$ cat config.mk
export PLATFORM = sky130hd
export DESIGN_NAME = uart_rx_fifo_wr
export DESIGN_NICKNAME = d
export VERILOG_FILES = /design/src/rtl/uart_pkg.sv /design/src/rtl/uart_baud_gen.sv /design/src/rtl/uart_rx_fifo_wr.sv
export SDC_FILE = /design/constraint.sdc
export NUM_CORES = 1
export LEC_CHECK = 0
export ABC_AREA = 1
export CAP_MARGIN = 40
export CORE_MARGIN = 2
export CORE_UTILIZATION = 55
export CTS_BUF_LIST = sky130_fd_sc_hd__clkbuf_8
export DETAILED_ROUTE_END_ITERATION = 10
export DONT_BUFFER_PORTS = 1
export GPL_TIMING_DRIVEN = 0
export PLACE_DENSITY = 0.7
export SYNTH_ARGS = -nofsm -noshare
export SYNTH_HDL_FRONTEND = slang
export SYNTH_HIERARCHICAL = 1
export SYNTH_SLANG_ARGS = --single-unit
$ cat constraint.sdc
create_clock -name FIFO_WR_CLK -period 2.7 [get_ports FIFO_WR_CLK]
set_clock_uncertainty 0.05 [all_clocks]
set_input_delay 0.81 -clock FIFO_WR_CLK [delete_from_list [all_inputs] [get_ports FIFO_WR_CLK]]
set_output_delay 0.81 -clock FIFO_WR_CLK [all_outputs]
set_load 0.01 [all_outputs]
$ cat src/rtl/uart_pkg.sv
// Shared types and helpers for the debug UART receive path.
// FSM encoding and oversample sample-point helpers.
package uart_pkg;

  typedef enum logic [2:0] {
    S_BREAK,
    S_IDLE,
    S_START,
    S_DATA,
    S_PARITY,
    S_STOP
  } uart_state_e;

  // Majority-vote sample indices around the bit centre.
  function automatic int samp_lo(input int os);
    return os / 2 - 1;
  endfunction

  function automatic int samp_mid(input int os);
    return os / 2;
  endfunction

  function automatic int samp_hi(input int os);
    return os / 2 + 1;
  endfunction

endpackage

$ cat src/rtl/uart_baud_gen.sv
// Oversample tick divider for the UART receiver.
// Counts BAUD_DIV down to zero; restart re-phases to a start edge.
module uart_baud_gen #(
  parameter int DIV_WIDTH = 16
) (
  input  logic                 FIFO_WR_CLK,
  input  logic                 RST_N,
  input  logic [DIV_WIDTH-1:0] div,
  input  logic                 restart,
  output logic                 tick
);

  logic [DIV_WIDTH-1:0] cnt_q;
  logic [DIV_WIDTH-1:0] cnt_d;

  always_comb begin
    cnt_d = cnt_q - 1'b1;
    if (restart || cnt_q == '0) begin
      cnt_d = div;
    end
    tick = (cnt_q == '0) && !restart;
  end

  always_ff @(posedge FIFO_WR_CLK or negedge RST_N) begin
    if (!RST_N) begin
      cnt_q <= '0;
    end else begin
      cnt_q <= cnt_d;
    end
  end

endmodule

$ cat src/rtl/uart_rx_fifo_wr.sv
// Debug UART receiver: oversampled RXD deserialiser that
// pushes each good byte into the dual-clock FIFO write port.
module uart_rx_fifo_wr
  import uart_pkg::*;
#(
  parameter int DATA_WIDTH = 8,
  parameter int DIV_WIDTH  = 16,
  parameter int OVERSAMPLE = 16
) (
  input  logic                  RST_N,
  input  logic                  FIFO_WR_CLK,
  input  logic                  RXD,
  input  logic [DIV_WIDTH-1:0]  BAUD_DIV,
  input  logic                  PARITY_EN,
  input  logic                  PARITY_ODD,
  input  logic                  ERR_CLR,
  output logic                  FIFO_WR_ENA,
  output logic [DATA_WIDTH-1:0] FIFO_WR_DATA,
  output logic                  FIFO_WR_LAST,
  input  logic                  FIFO_WR_FULL,
  output logic                  FRAME_ERR,
  output logic                  PARITY_ERR,
  output logic                  OVERRUN,
  output logic                  BUSY
);

  localparam int TW = $clog2(OVERSAMPLE);
  localparam int BW = (DATA_WIDTH > 1) ? $clog2(DATA_WIDTH) : 1;

  localparam logic [TW-1:0] T_LO  = TW'(samp_lo(OVERSAMPLE));
  localparam logic [TW-1:0] T_MID = TW'(samp_mid(OVERSAMPLE));
  localparam logic [TW-1:0] T_HI  = TW'(samp_hi(OVERSAMPLE));
  localparam logic [TW-1:0] T_END = TW'(OVERSAMPLE - 1);
  localparam logic [BW-1:0] B_END = BW'(DATA_WIDTH - 1);

  uart_state_e state_q, state_d;

  logic [1:0]            sync_q;
  logic                  rxp_q;
  logic                  rx;
  logic                  fall;

  logic [TW-1:0]         tcnt_q, tcnt_d;
  logic [BW-1:0]         bcnt_q, bcnt_d;
  logic [1:0]            smp_q, smp_d;
  logic [DATA_WIDTH-1:0] shreg_q, shreg_d;
  logic                  pen_q, pen_d;
  logic                  podd_q, podd_d;
  logic                  pbad_q, pbad_d;
  logic                  fe_q, fe_d;
  logic                  pe_q, pe_d;
  logic                  ov_q, ov_d;
  logic                  wr_ena_q, wr_ena_d;
  logic [DATA_WIDTH-1:0] wr_data_q, wr_data_d;

  logic tick;
  logic restart;
  logic push;
  logic set_fe, set_pe, set_ov;
  logic at_lo, at_mid, at_hi, at_end;
  logic maj;

  uart_baud_gen #(
    .DIV_WIDTH (DIV_WIDTH)
  ) u_baud (
    .FIFO_WR_CLK (FIFO_WR_CLK),
    .RST_N       (RST_N),
    .div         (BAUD_DIV),
    .restart     (restart),
    .tick        (tick)
  );

  assign rx   = sync_q[1];
  assign fall = rxp_q & ~rx;

  assign at_lo  = tick && (tcnt_q == T_LO);
  assign at_mid = tick && (tcnt_q == T_MID);
  assign at_hi  = tick && (tcnt_q == T_HI);
  assign at_end = tick && (tcnt_q == T_END);

  // Third sample is taken live at the T_HI tick.
  assign maj = (smp_q[0] & smp_q[1]) |
               (smp_q[0] & rx) |
               (smp_q[1] & rx);

  always_comb begin
    state_d = state_q;
    tcnt_d  = tcnt_q;
    bcnt_d  = bcnt_q;
    smp_d   = smp_q;
    shreg_d = shreg_q;
    pen_d   = pen_q;
    podd_d  = podd_q;
    pbad_d  = pbad_q;
    restart = 1'b0;
    push    = 1'b0;
    set_fe  = 1'b0;
    set_pe  = 1'b0;
    set_ov  = 1'b0;

    if (state_q inside {S_START, S_DATA, S_PARITY, S_STOP}) begin
      if (tick) begin
        tcnt_d = at_end ? '0 : tcnt_q + TW'(1);
      end
      if (at_lo) begin
        smp_d[0] = rx;
      end
      if (at_mid) begin
        smp_d[1] = rx;
      end
    end

    unique case (state_q)
      S_BREAK: begin
        if (!rx) begin
          tcnt_d = '0;
        end else if (tick) begin
          if (tcnt_q == T_END) begin
            tcnt_d  = '0;
            state_d = S_IDLE;
          end else begin
            tcnt_d = tcnt_q + TW'(1);
          end
        end
      end
      S_IDLE: begin
        tcnt_d = '0;
        bcnt_d = '0;
        if (fall) begin
          restart = 1'b1;
          state_d = S_START;
        end
      end
      S_START: begin
        if (at_hi) begin
          if (maj) begin
            state_d = S_IDLE;
          end else begin
            pen_d  = PARITY_EN;
            podd_d = PARITY_ODD;
            pbad_d = 1'b0;
          end
        end else if (at_end) begin
          state_d = S_DATA;
        end
      end
      S_DATA: begin
        if (at_hi) begin
          shreg_d = {maj, shreg_q[DATA_WIDTH-1:1]};
        end else if (at_end) begin
          bcnt_d = bcnt_q + BW'(1);
          if (bcnt_q == B_END) begin
            bcnt_d  = '0;
            state_d = pen_q ? S_PARITY : S_STOP;
          end
        end
      end
      S_PARITY: begin
        if (at_hi) begin
          pbad_d = maj ^ (^shreg_q) ^ podd_q;
        end else if (at_end) begin
          state_d = S_STOP;
        end
      end
      S_STOP: begin
        if (at_hi) begin
          state_d = S_IDLE;
          if (!maj) begin
            set_fe  = 1'b1;
            tcnt_d  = '0;
            state_d = S_BREAK;
          end else if (pbad_q) begin
            set_pe = 1'b1;
          end else if (FIFO_WR_FULL) begin
            set_ov = 1'b1;
          end else begin
            push = 1'b1;
          end
        end
      end
      default: begin
        state_d = S_BREAK;
      end
    endcase
  end

  // Sticky flags: a new error in the clear cycle wins.
  always_comb begin
    fe_d      = (fe_q & ~ERR_CLR) | set_fe;
    pe_d      = (pe_q & ~ERR_CLR) | set_pe;
    ov_d      = (ov_q & ~ERR_CLR) | set_ov;
    wr_ena_d  = push;
    wr_data_d = push ? shreg_q : wr_data_q;
  end

  always_ff @(posedge FIFO_WR_CLK or negedge RST_N) begin
    if (!RST_N) begin
      sync_q    <= 2'b11;
      rxp_q     <= 1'b1;
      state_q   <= S_BREAK;
      tcnt_q    <= '0;
      bcnt_q    <= '0;
      smp_q     <= '0;
      shreg_q   <= '0;
      pen_q     <= 1'b0;
      podd_q    <= 1'b0;
      pbad_q    <= 1'b0;
      fe_q      <= 1'b0;
      pe_q      <= 1'b0;
      ov_q      <= 1'b0;
      wr_ena_q  <= 1'b0;
      wr_data_q <= '0;
    end else begin
      sync_q    <= {sync_q[0], RXD};
      rxp_q     <= sync_q[1];
      state_q   <= state_d;
      tcnt_q    <= tcnt_d;
      bcnt_q    <= bcnt_d;
      smp_q     <= smp_d;
      shreg_q   <= shreg_d;
      pen_q     <= pen_d;
      podd_q    <= podd_d;
      pbad_q    <= pbad_d;
      fe_q      <= fe_d;
      pe_q      <= pe_d;
      ov_q      <= ov_d;
      wr_ena_q  <= wr_ena_d;
      wr_data_q <= wr_data_d;
    end
  end

  assign FIFO_WR_ENA  = wr_ena_q;
  assign FIFO_WR_LAST = wr_ena_q;
  assign FIFO_WR_DATA = wr_data_q;
  assign FRAME_ERR    = fe_q;
  assign PARITY_ERR   = pe_q;
  assign OVERRUN      = ov_q;
  assign BUSY         = (state_q != S_IDLE);

endmodule

=== Word-level counts from Yosys, hierarchy flattened ===
Cells that the tools add are included.

* Reduce and logical (&&, ||, !) cells: 20
* Bitwise gates (word level): 17
* $add $sub $neg: 3
* Muxes and demuxes: 53
* Eq/ne operators: 26

{| class="wikitable"
|+ Operators by type and width
! cell !! count
|-
| 2-to-1 mux 3 bit || 16
|-
| 2-to-1 mux 4 bit || 8
|-
| 2-to-1 mux 1 bit || 24
|-
| != test 2 bit, second input constant || 12
|-
| one-hot mux 3 bit (6 select lines) || 1
|-
| zero test 16 bit || 1
|-
| 2-to-1 mux 16 bit || 1
|-
| subtractor 16 x 1 -> 16 bit, second input constant || 1
|-
| equality test 4 bit, second input constant || 3
|-
| one-hot mux 4 bit (3 select lines) || 1
|-
| AND reduction 12 bit || 1
|-
| equality test 3 bit, second input constant || 3
|-
| parity 8 bit || 1
|-
| AND 1 bit || 7
|-
| equality test 3 x 2 -> 1 bit, second input constant || 2
|-
| != test 3 bit, second input constant || 2
|-
| one-hot mux 3 bit (2 select lines) || 1
|-
| AND reduction 2 bit || 3
|-
| AND reduction 3 bit || 2
|-
| logical AND 1 bit || 5
|-
| bitwise OR 1 bit || 5
|-
| adder 4 x 1 -> 4 bit, second input constant || 1
|-
| equality test 4 x 3 -> 1 bit, second input constant || 1
|-
| AND reduction 4 bit || 1
|-
| 12 further kinds || 16
|}

* Register bits after elaboration: 54
* Logic and storage cells: 136
* Input bits: 23
* Output and inout bits: 14

=== Logic depth before layout (Yosys ltp) ===
Gate-level depths: netlist of the first run.

* Depth in word-level cells: 13
* Mapped depth: 14
* Depth with buffers taken out: 14

=== Hierarchy ===
The synthesis of the first run kept the hierarchy.

{| class="wikitable"
|+ Modules (own cells, without submodules)
! module !! sequential area each (um^2) !! area each (um^2) !! times used !! cells each
|-
| uart_rx_fifo_wr || 954.7 || 2085.8 || 1 || 259
|-
| uart_baud_gen || 400.4 || 1076.0 || 1 || 158
|}

=== Worst setup path after synthesis of the first run ===
Ideal clock, no wire load.

* Kind: reg-to-reg
* Start point: reg u_baud.cnt_q[0]
* End point: reg state_q[0]
* Slack: 490 ps
* Library setup time: 117 ps
* Arrival: 2043 ps
* Path buffers: 1
* Stages on the path, launching flop included: 15
* Period minus slack after synthesis: 2210 ps
* Cells stage by stage: dfrtp_1 > inv_1 > ha_1 > nand2_2 > nor2_4 > nand2_4 > nor2_1 > buf_2 > nand2_1 > nand3_1 > nand4_1 > nor2_2 > nand2_2 > nand2_1 > nand2_1

* Longest elaborated chain between the ends: 5

{| class="wikitable"
|+ RTL lines
! what !! RTL line !! text
|-
| start, declared || uart_baud_gen.sv:13 || <nowiki>logic [DIV_WIDTH-1:0] cnt_q;</nowiki>
|-
| start signal, assigned || uart_baud_gen.sv:28 || <nowiki>cnt_q <= cnt_d;</nowiki>
|-
| zero test 16 bit (*) || uart_baud_gen.sv:21 || <nowiki>tick = (cnt_q == '0) && !restart;</nowiki>
|-
| logical AND 1 bit (*) || uart_baud_gen.sv:21 ||
|-
| net tick || uart_rx_fifo_wr.sv:56 || <nowiki>logic tick;</nowiki>
|-
| logical AND 1 bit, on equally long branches || uart_rx_fifo_wr.sv:78, uart_rx_fifo_wr.sv:79 ||
|-
| != test 3 bit (no source line) (tied with other cells) || -- ||
|-
| AND reduction 12 bit (no source line) / one-hot mux 3 bit (6 select lines) (equally long branches) || -- ||
|-
| end signal, assigned || uart_rx_fifo_wr.sv:216 || <nowiki>state_q <= state_d;</nowiki>
|-
| end, declared || uart_rx_fifo_wr.sv:36 || <nowiki>uart_state_e state_q, state_d;</nowiki>
|}

Mark *: on every way through the listed nets, which the timed path passes. The rest lies on a longest branch.
A chain may end at the register's enable or synchronous reset.

=== Worst setup path after layout of the first run ===
* Start point: reg u_baud.cnt_q[0]
* End point: reg state_q[2]

Same word-level chain as after synthesis.

==> results of run 1 <==
registers in the layout, summed over array words and instances (netlist names):
| signal | cells |
|---|---|
| u_baud/cnt_q | 16 |
| sync_q | 2 |
| podd_q | 1 |
| FRAME_ERR | 1 |
| FIFO_WR_DATA | 8 |
| tcnt_q | 4 |
| pen_q | 1 |
| OVERRUN | 1 |
| FIFO_WR_ENA | 1 |
| pbad_q | 1 |
| rxp_q | 1 |
| smp_q | 2 |
| shreg_q | 8 |
| bcnt_q | 3 |
| state_q | 3 |
| PARITY_ERR | 1 |
power by group:
part	total, mW	switching, mW	internal (mW)
clock network	0.486	0.294	0.192
registers	0.817	0.00258	0.814
logic	0.00611	0.00385	0.00226
per-layer routing:
metal  wire length, um  share of wire  track usage
met2              2820           0.46        0.347
met5                 0              0            0
met4                87          0.014       0.0712
met3               301          0.049       0.0509
met1              2930           0.48        0.266
cell families (layout without fill, tap and decap cells):
| kind of cell | after synthesis | in the layout | synth area share |
|---|---|---|---|
| AND/OR/NAND/NOR | 230 | 230 | 0.319 |
| buffers and inverters | 61 | 69 | 0.0867 |
| AO/OA/AOI/OAI | 57 | 57 | 0.115 |
| flip-flops | 54 | 54 | 0.429 |
| adder cells (fa/ha/maj) | 7 | 7 | 0.0277 |
| XOR/XNOR | 7 | 7 | 0.0194 |
| multiplexers | 1 | 1 | 0.00356 |
worst max path at each step:
stage / to / depth (start not counted)
after floorplan: state_q[0]$_DFFE_PN0P_ / 14
after global placement: shreg_q[2]$_DFFE_PN0P_ / 10
after detailed placement: state_q[2]$_DFFE_PN0P_ / 14
after CTS: state_q[2]$_DFFE_PN0P_ / 14
after global routing: state_q[2]$_DFFE_PN0P_ / 14
final: state_q[2]$_DFFE_PN0P_ / 14
repair_timing:
action / in CTS / in global routing
hold buffers: 0 / 0
gates resized for setup: 0 / 3
endpoints found under the hold margin: 0 / 0
buffers inserted: 0 / 0
endpoints found under the setup margin: 0 / 19
area by class of cell:
cell class              instances  share of cell area
multi-input cells             302               0.458
flip-flops and latches         54               0.404
inverters                      54              0.0604
well taps                      72              0.0269
plain buffers                   7              0.0220
clock buffers                   5              0.0205
clock inverters                 3             0.00783
placed cells by master (no fill, tap or decap), types with 3 or more instances in the layout:
cell,netlist,routed
nand4_1,3,3
dfrtp_1,51,51
nand2_2,4,4
nand2_4,3,3
inv_2,6,6
ha_1,7,6
nand3_1,17,17
nand2_1,158,158
xor2_1,4,4
a21oi_1,4,4
inv_1,47,47
o21ai_1,5,5
o211ai_1,4,4
nor2_1,30,29
clkbuf_8,0,5
xnor2_1,3,3
dfstp_2,3,3
o21ai_0,25,25
buf_6,3,3
nor2_4,4,4
nor2_2,5,6
o21ai_2,14,14
per-stage QoR:
| step | cells | hold slack, ns | worst slack (ns) |
|---|---|---|---|
| after floorplan | 417 | 0.295 | 0.490 |
| after global placement | 489 | 0.296 | 0.203 |
| after detailed placement | 489 | 0.297 | 0.0812 |
| after CTS | 497 | 0.106 | 0.0542 |
| after global routing | 497 | 0.0993 | 0.00474 |
| final | 497 | 0.116 | 0.255 |
==> metrics.cfg, run 1 <==
[power]
p_leak_nw = 1.65
powerDensity_mw_per_mm2 = 390
vdd_ir_drop_max_v = 0.000229
finalPower_mw = 1.31

[routing]
totalWireLength_um = 6130
dr.pass1.iters = 5
vias_per_cell = 5.00
wl_per_cell_um = 12.3
drt_iter0_markers = 146
drc = 0
num_vias = 2485
ant_nets = 0

[die]
die_h_um = 79.8
start_util = 0.571
die_w_um = 79.8
die_area_mm2 = 0.00637
rows = 27
ios = 37
core_area_mm2 = 0.00554

[global_routing]
antenna_found_initial = 0
grt_util_all_layers = 0.209
grt_max_degree = 55
grt_first_pass_wirelength_um = 10500
grt_pass1_vias = 2424
overflow = 0

[finish]
syn_to_final_growth_pct = 6.09
num_antenna_cells = 0
drive_gt1_frac = 0.146
nFillCells = 490
multiInputGateArea_mm2 = 0.00154
final_area_mm2 = 0.00335
final_util = 0.605
regArea_mm2 = 0.00136
finalNetCount = 454

[synthesis]
syn-instance-count = 417
syn-num-nets = 447
synth-async-reset-ratio = 1.00
synth_ff_type = dfrtp_1
synth_area_leader_cell = dfrtp_1
synth_top_area_frac = 0.404
synth_area_leaders = dfrtp_1 (40%), nand2_1 (19%), inv_1 (5.6%)
ys_top_cells_by_count = nand2_1 (158), dfrtp_1 (51), inv_1 (47), nor2_1 (30), o21ai_0 (25)
yosysMostFrequentCell = nand2_1
synth_edf_count = 0
ys_ff_latch = 54
syn_area_mm2 = 0.00316
synth.avg_cell_area_um2 = 7.58
ys_warn_count = 6
ys_types = 34
seq_area_frac_synth = 0.429

[clock_tree]
cts_tree = done
htree_levels = 2
clk_pin_slew_worst_paths_ns = 0.11
clockBufferDepth = 2
clock-sinks = 54
clk_latency_ns = 0.32
cts_made_buffers = 5
cts_root_buf = clkbuf_8

[critical_path]
cp.required_ns = 2.87
arrival_ns = 2.62
crit_chain = inv_1 -> ha_2 -> nand2_2 -> nor2_4 -> nand2_4 -> nor2_2 -> clkbuf_4 -> nand2_1 -> nand3_1 -> nand4_1 -> nor2_2 -> nand2_2 -> nand2_1 -> nand2_1
end_kind = flop
regToRegStartpoint = u_baud/cnt_q[0]$_DFF_PN0_
crit_fanout = 10
cp_top_family = simple AND/OR/NAND/NOR gates
crit_slowest_cell = dfrtp_1
r2r_setup_slack_ns = 0.25
r2r_cells = 14
crit_top_cell = nand2_1
critPathBufInv = 2
reg2reg_to = state_q[2]$_DFFE_PN0P_
timing.critical_path.from = u_baud/cnt_q[0]$_DFF_PN0_
slowest_delay_ns = 0.42
critical_path_class = flop to flop
cp-start-kind = flop

[status]
outcome = completed

[sta]
maxSlewViolCount = 0
finalHoldViolations = 0
fin_setup_tns_ns = 0
fin_crit_sh = 0.906
setup_viol = 0
relSlewSlack = 0.680
rsz0062_at_grt = no
fmaxAchievable_mhz = 409
period_minus_slack_ns = 2.45
tightest_slew_ns = 0.476

[flow_run]
max-cap-violations = 0

[placement]
portBuffers = 0
dp_hpwl_um = 4560
post_dp_cell_area_mm2 = 0.00325
gp_congestion = 0.901

[worst_hold_path]
hold_path_class = input pin to async pin

Note: power is estimated with default switching activity, not from simulation.
==> run 2, diff against run 1 <==
Settings changed: CELL_PAD_IN_SITES_DETAIL_PLACEMENT set to 1, CELL_PAD_IN_SITES_GLOBAL_PLACEMENT set to 2, CORE_UTILIZATION 55 to 38, PLACE_DENSITY 0.7 to unset, PLACE_DENSITY_LB_ADDON set to 0.1.
==> run 2 against run 1 <==
Critical path type unchanged. Flip-flop and latch count stayed put. Count of clock-buffer cells in the layout unchanged. Design area rose by 1.5%. Power grew 0.73%. Clock power grew 2%. Fmax increased by 0.34%. Sequential share of layout area down 0.58 points. Critical path depth is the same. Cell count increased by 6.6%. Largest cell class unchanged.
==> metrics.cfg, run 2 (synthesis gave the netlist of run 1 again) <==
[finish]
largest_register = u_baud/cnt_q  ; unchanged
layout_commonest_cell = nand2_1  ; unchanged
nFillCells = 1022  ; was 490
drive_gt1_frac = 0.148  ; was 0.146
final_cell_mix = nand2_1 (158), dfrtp_1 (51), inv_1 (47), nor2_1 (29), o21ai_0 (25)  ; unchanged
finalNetCount = 454  ; unchanged
final_area_mm2 = 0.00340  ; was 0.00335 mm^2
num_antenna_cells = 0  ; unchanged
largest_reg_flops = 16  ; unchanged
syn_to_final_growth_pct = 7.64  ; was 6.09%

[clock_tree]
clk_pin_slew_worst_paths_ns = 0.11  ; about the same
clock-sinks = 54  ; unchanged
hold_buffers = 0  ; unchanged
clk_latency_ns = 0.31  ; was 0.32 ns
postCtsSetupBuffers = 0  ; unchanged
cts_made_buffers = 5  ; unchanged
clockBufferDepth = 2  ; unchanged
cts_tree = done  ; unchanged
cts_root_buf = clkbuf_8  ; unchanged
htree_levels = 2  ; unchanged

[global_routing]
grt_pass1_vias = 2707  ; was 2424
antenna_found_initial = 0  ; unchanged
grt_max_degree = 55  ; unchanged
grt_util_all_layers = 0.182  ; was 0.209
overflow = 0  ; unchanged
grt_first_pass_wirelength_um = 13000  ; was 10500 um

[sta]
relSlewSlack = 0.773  ; was 0.680
period_minus_slack_ns = 2.44  ; was 2.45 ns
finalHoldViolations = 0  ; unchanged
rsz0062_at_grt = no  ; unchanged
setup_viol = 0  ; unchanged
fin_crit_sh = 0.903  ; was 0.906
fin_setup_tns_ns = 0  ; unchanged
maxSlewViolCount = 0  ; unchanged
fmaxAchievable_mhz = 410  ; was 409 MHz
tightest_slew_ns = 0.339  ; was 0.476 ns

[power]
powerDensity_mw_per_mm2 = 387  ; was 390 mW/mm^2
vdd_ir_drop_max_v = 0.000203  ; was 0.000229 V
p_leak_nw = 1.66  ; was 1.65 nW
netSwitchingPower_uw = 308  ; was 301 uW
swShare = 0.234  ; was 0.230
intPower_mw = 1.01  ; about the same
seqPwrFrac = 0.620  ; was 0.624
power_frac_clock = 0.375  ; was 0.371
combPwrFrac = 0.005  ; about the same

[die]
start_util = 0.389  ; was 0.571
die_w_um = 95.2  ; was 79.8 um
core_area_mm2 = 0.00813  ; was 0.00554 mm^2
die_h_um = 95.2  ; was 79.8 um
ios = 37  ; unchanged
rows = 33  ; was 27
die_area_mm2 = 0.00907  ; was 0.00637 mm^2

[worst_hold_path]
hold_path_class = input pin to async pin  ; unchanged

[routing]
dr.pass1.iters = 4  ; was 5
wl_per_cell_um = 14.1  ; was 12.3 um
drt_iter0_markers = 70  ; was 146
vias_per_cell = 4.96  ; was 5.00
ant_nets = 0  ; unchanged
totalWireLength_um = 7500  ; was 6130 um
num_vias = 2630  ; was 2485
drc = 0  ; unchanged

[flow_run]
max-cap-violations = 0  ; unchanged

[placement]
dp_hpwl_um = 5720  ; was 4560 um
portBuffers = 0  ; unchanged
post_dp_cell_area_mm2 = 0.00329  ; was 0.00325 mm^2
gp_congestion = 0.793  ; was 0.901

[critical_path]
reg2reg_to = state_q[0]$_DFFE_PN0P_  ; was state_q[2]$_DFFE_PN0P_
crit_fanout = 10  ; unchanged
cp.required_ns = 2.87  ; about the same
regToRegStartpoint = u_baud/cnt_q[0]$_DFF_PN0_  ; unchanged
r2r_cells = 14  ; unchanged
critical_path_class = flop to flop  ; unchanged
r2r_setup_slack_ns = 0.26  ; was 0.25 ns
cp-start-kind = flop  ; unchanged
arrival_ns = 2.60  ; was 2.62 ns
end_kind = flop  ; unchanged

[status]
outcome = completed  ; unchanged

## run 2: area by class of cell
type | count | area, um^2 | area share
Buffer | 7 | 73.8 | 0.0217
Clock buffer | 5 | 68.8 | 0.0202
Clock inverter | 3 | 28.8 | 0.00846
Inverter | 54 | 203 | 0.0596
Multi-Input combinational cell | 302 | 1540 | 0.453
Sequential cell | 54 | 1360 | 0.398
Tap cell | 105 | 131 | 0.0386
## run 2: per-layer routing
| metal | GRT usage | vias to the layer above | wire length [um] |
|---|---|---|---|
| li1 | - | 1324 | - |
| met3 | 0.0324 | 4 | 250 |
| met5 | 0 | - | 0 |
| met4 | 0.0399 | 0 | 63 |
| met1 | 0.241 | 1275 | 3570 |
| met2 | 0.312 | 27 | 3620 |
## run 2: worst max-delay path by stage
stage	start	end	cells after the start
4_1_cts	u_baud/cnt_q[0]$_DFF_PN0_	state_q[0]$_DFFE_PN0P_	14
3_5_place_dp	u_baud/cnt_q[0]$_DFF_PN0_	state_q[1]$_DFFE_PN0P_	14
5_1_grt	u_baud/cnt_q[0]$_DFF_PN0_	state_q[2]$_DFFE_PN0P_	14
3_3_place_gp	u_baud/cnt_q[0]$_DFF_PN0_	state_q[2]$_DFFE_PN0P_	14
2_1_floorplan	u_baud/cnt_q[0]$_DFF_PN0_	state_q[0]$_DFFE_PN0P_	14
6_report	u_baud/cnt_q[0]$_DFF_PN0_	state_q[0]$_DFFE_PN0P_	14
## run 2: stage by stage
stage	utilization	total power, mW	instances	hold WS, ns	setup WS [ns]
finish	0.418	1.32	530	0.125	0.263
global route	0.418	1.39	530	0.0863	0.0100
CTS	0.417	1.35	530	0.105	0.0167
detailed placement	0.405	0.839	522	0.297	0.0537
global placement	0.405	0.839	522	0.295	0.105
floorplan	-	0.837	417	0.295	0.490
## run 2: power by group through the flow
stage / clock (mW) / sequential, mW / combinational, mW
after floorplan: 0 / 0.832 / 0.00486
after global placement: 0 / 0.832 / 0.00636
after detailed placement: 0 / 0.833 / 0.00650
after CTS: 0.527 / 0.817 / 0.00653
after global routing: 0.562 / 0.818 / 0.00745
final: 0.495 / 0.817 / 0.00646
## run 2: critical path, cell delays in order (launching register included)
cell and delay (ns):
dfrtp_1 0.42, inv_1 0.14, ha_2 0.25, nand2_2 0.12
nor2_4 0.19, nand2_4 0.08, nor2_2 0.17, clkbuf_4 0.24
nand2_1 0.07, nand3_1 0.08, nand4_1 0.13, nor2_2 0.18
nand2_2 0.09, nand2_1 0.07, nand2_1 0.04
## run 2: repair_timing
action	in CTS	in global routing
resized for setup	0	4
endpoints found under the setup margin	0	27
hold endpoints to repair	0	0
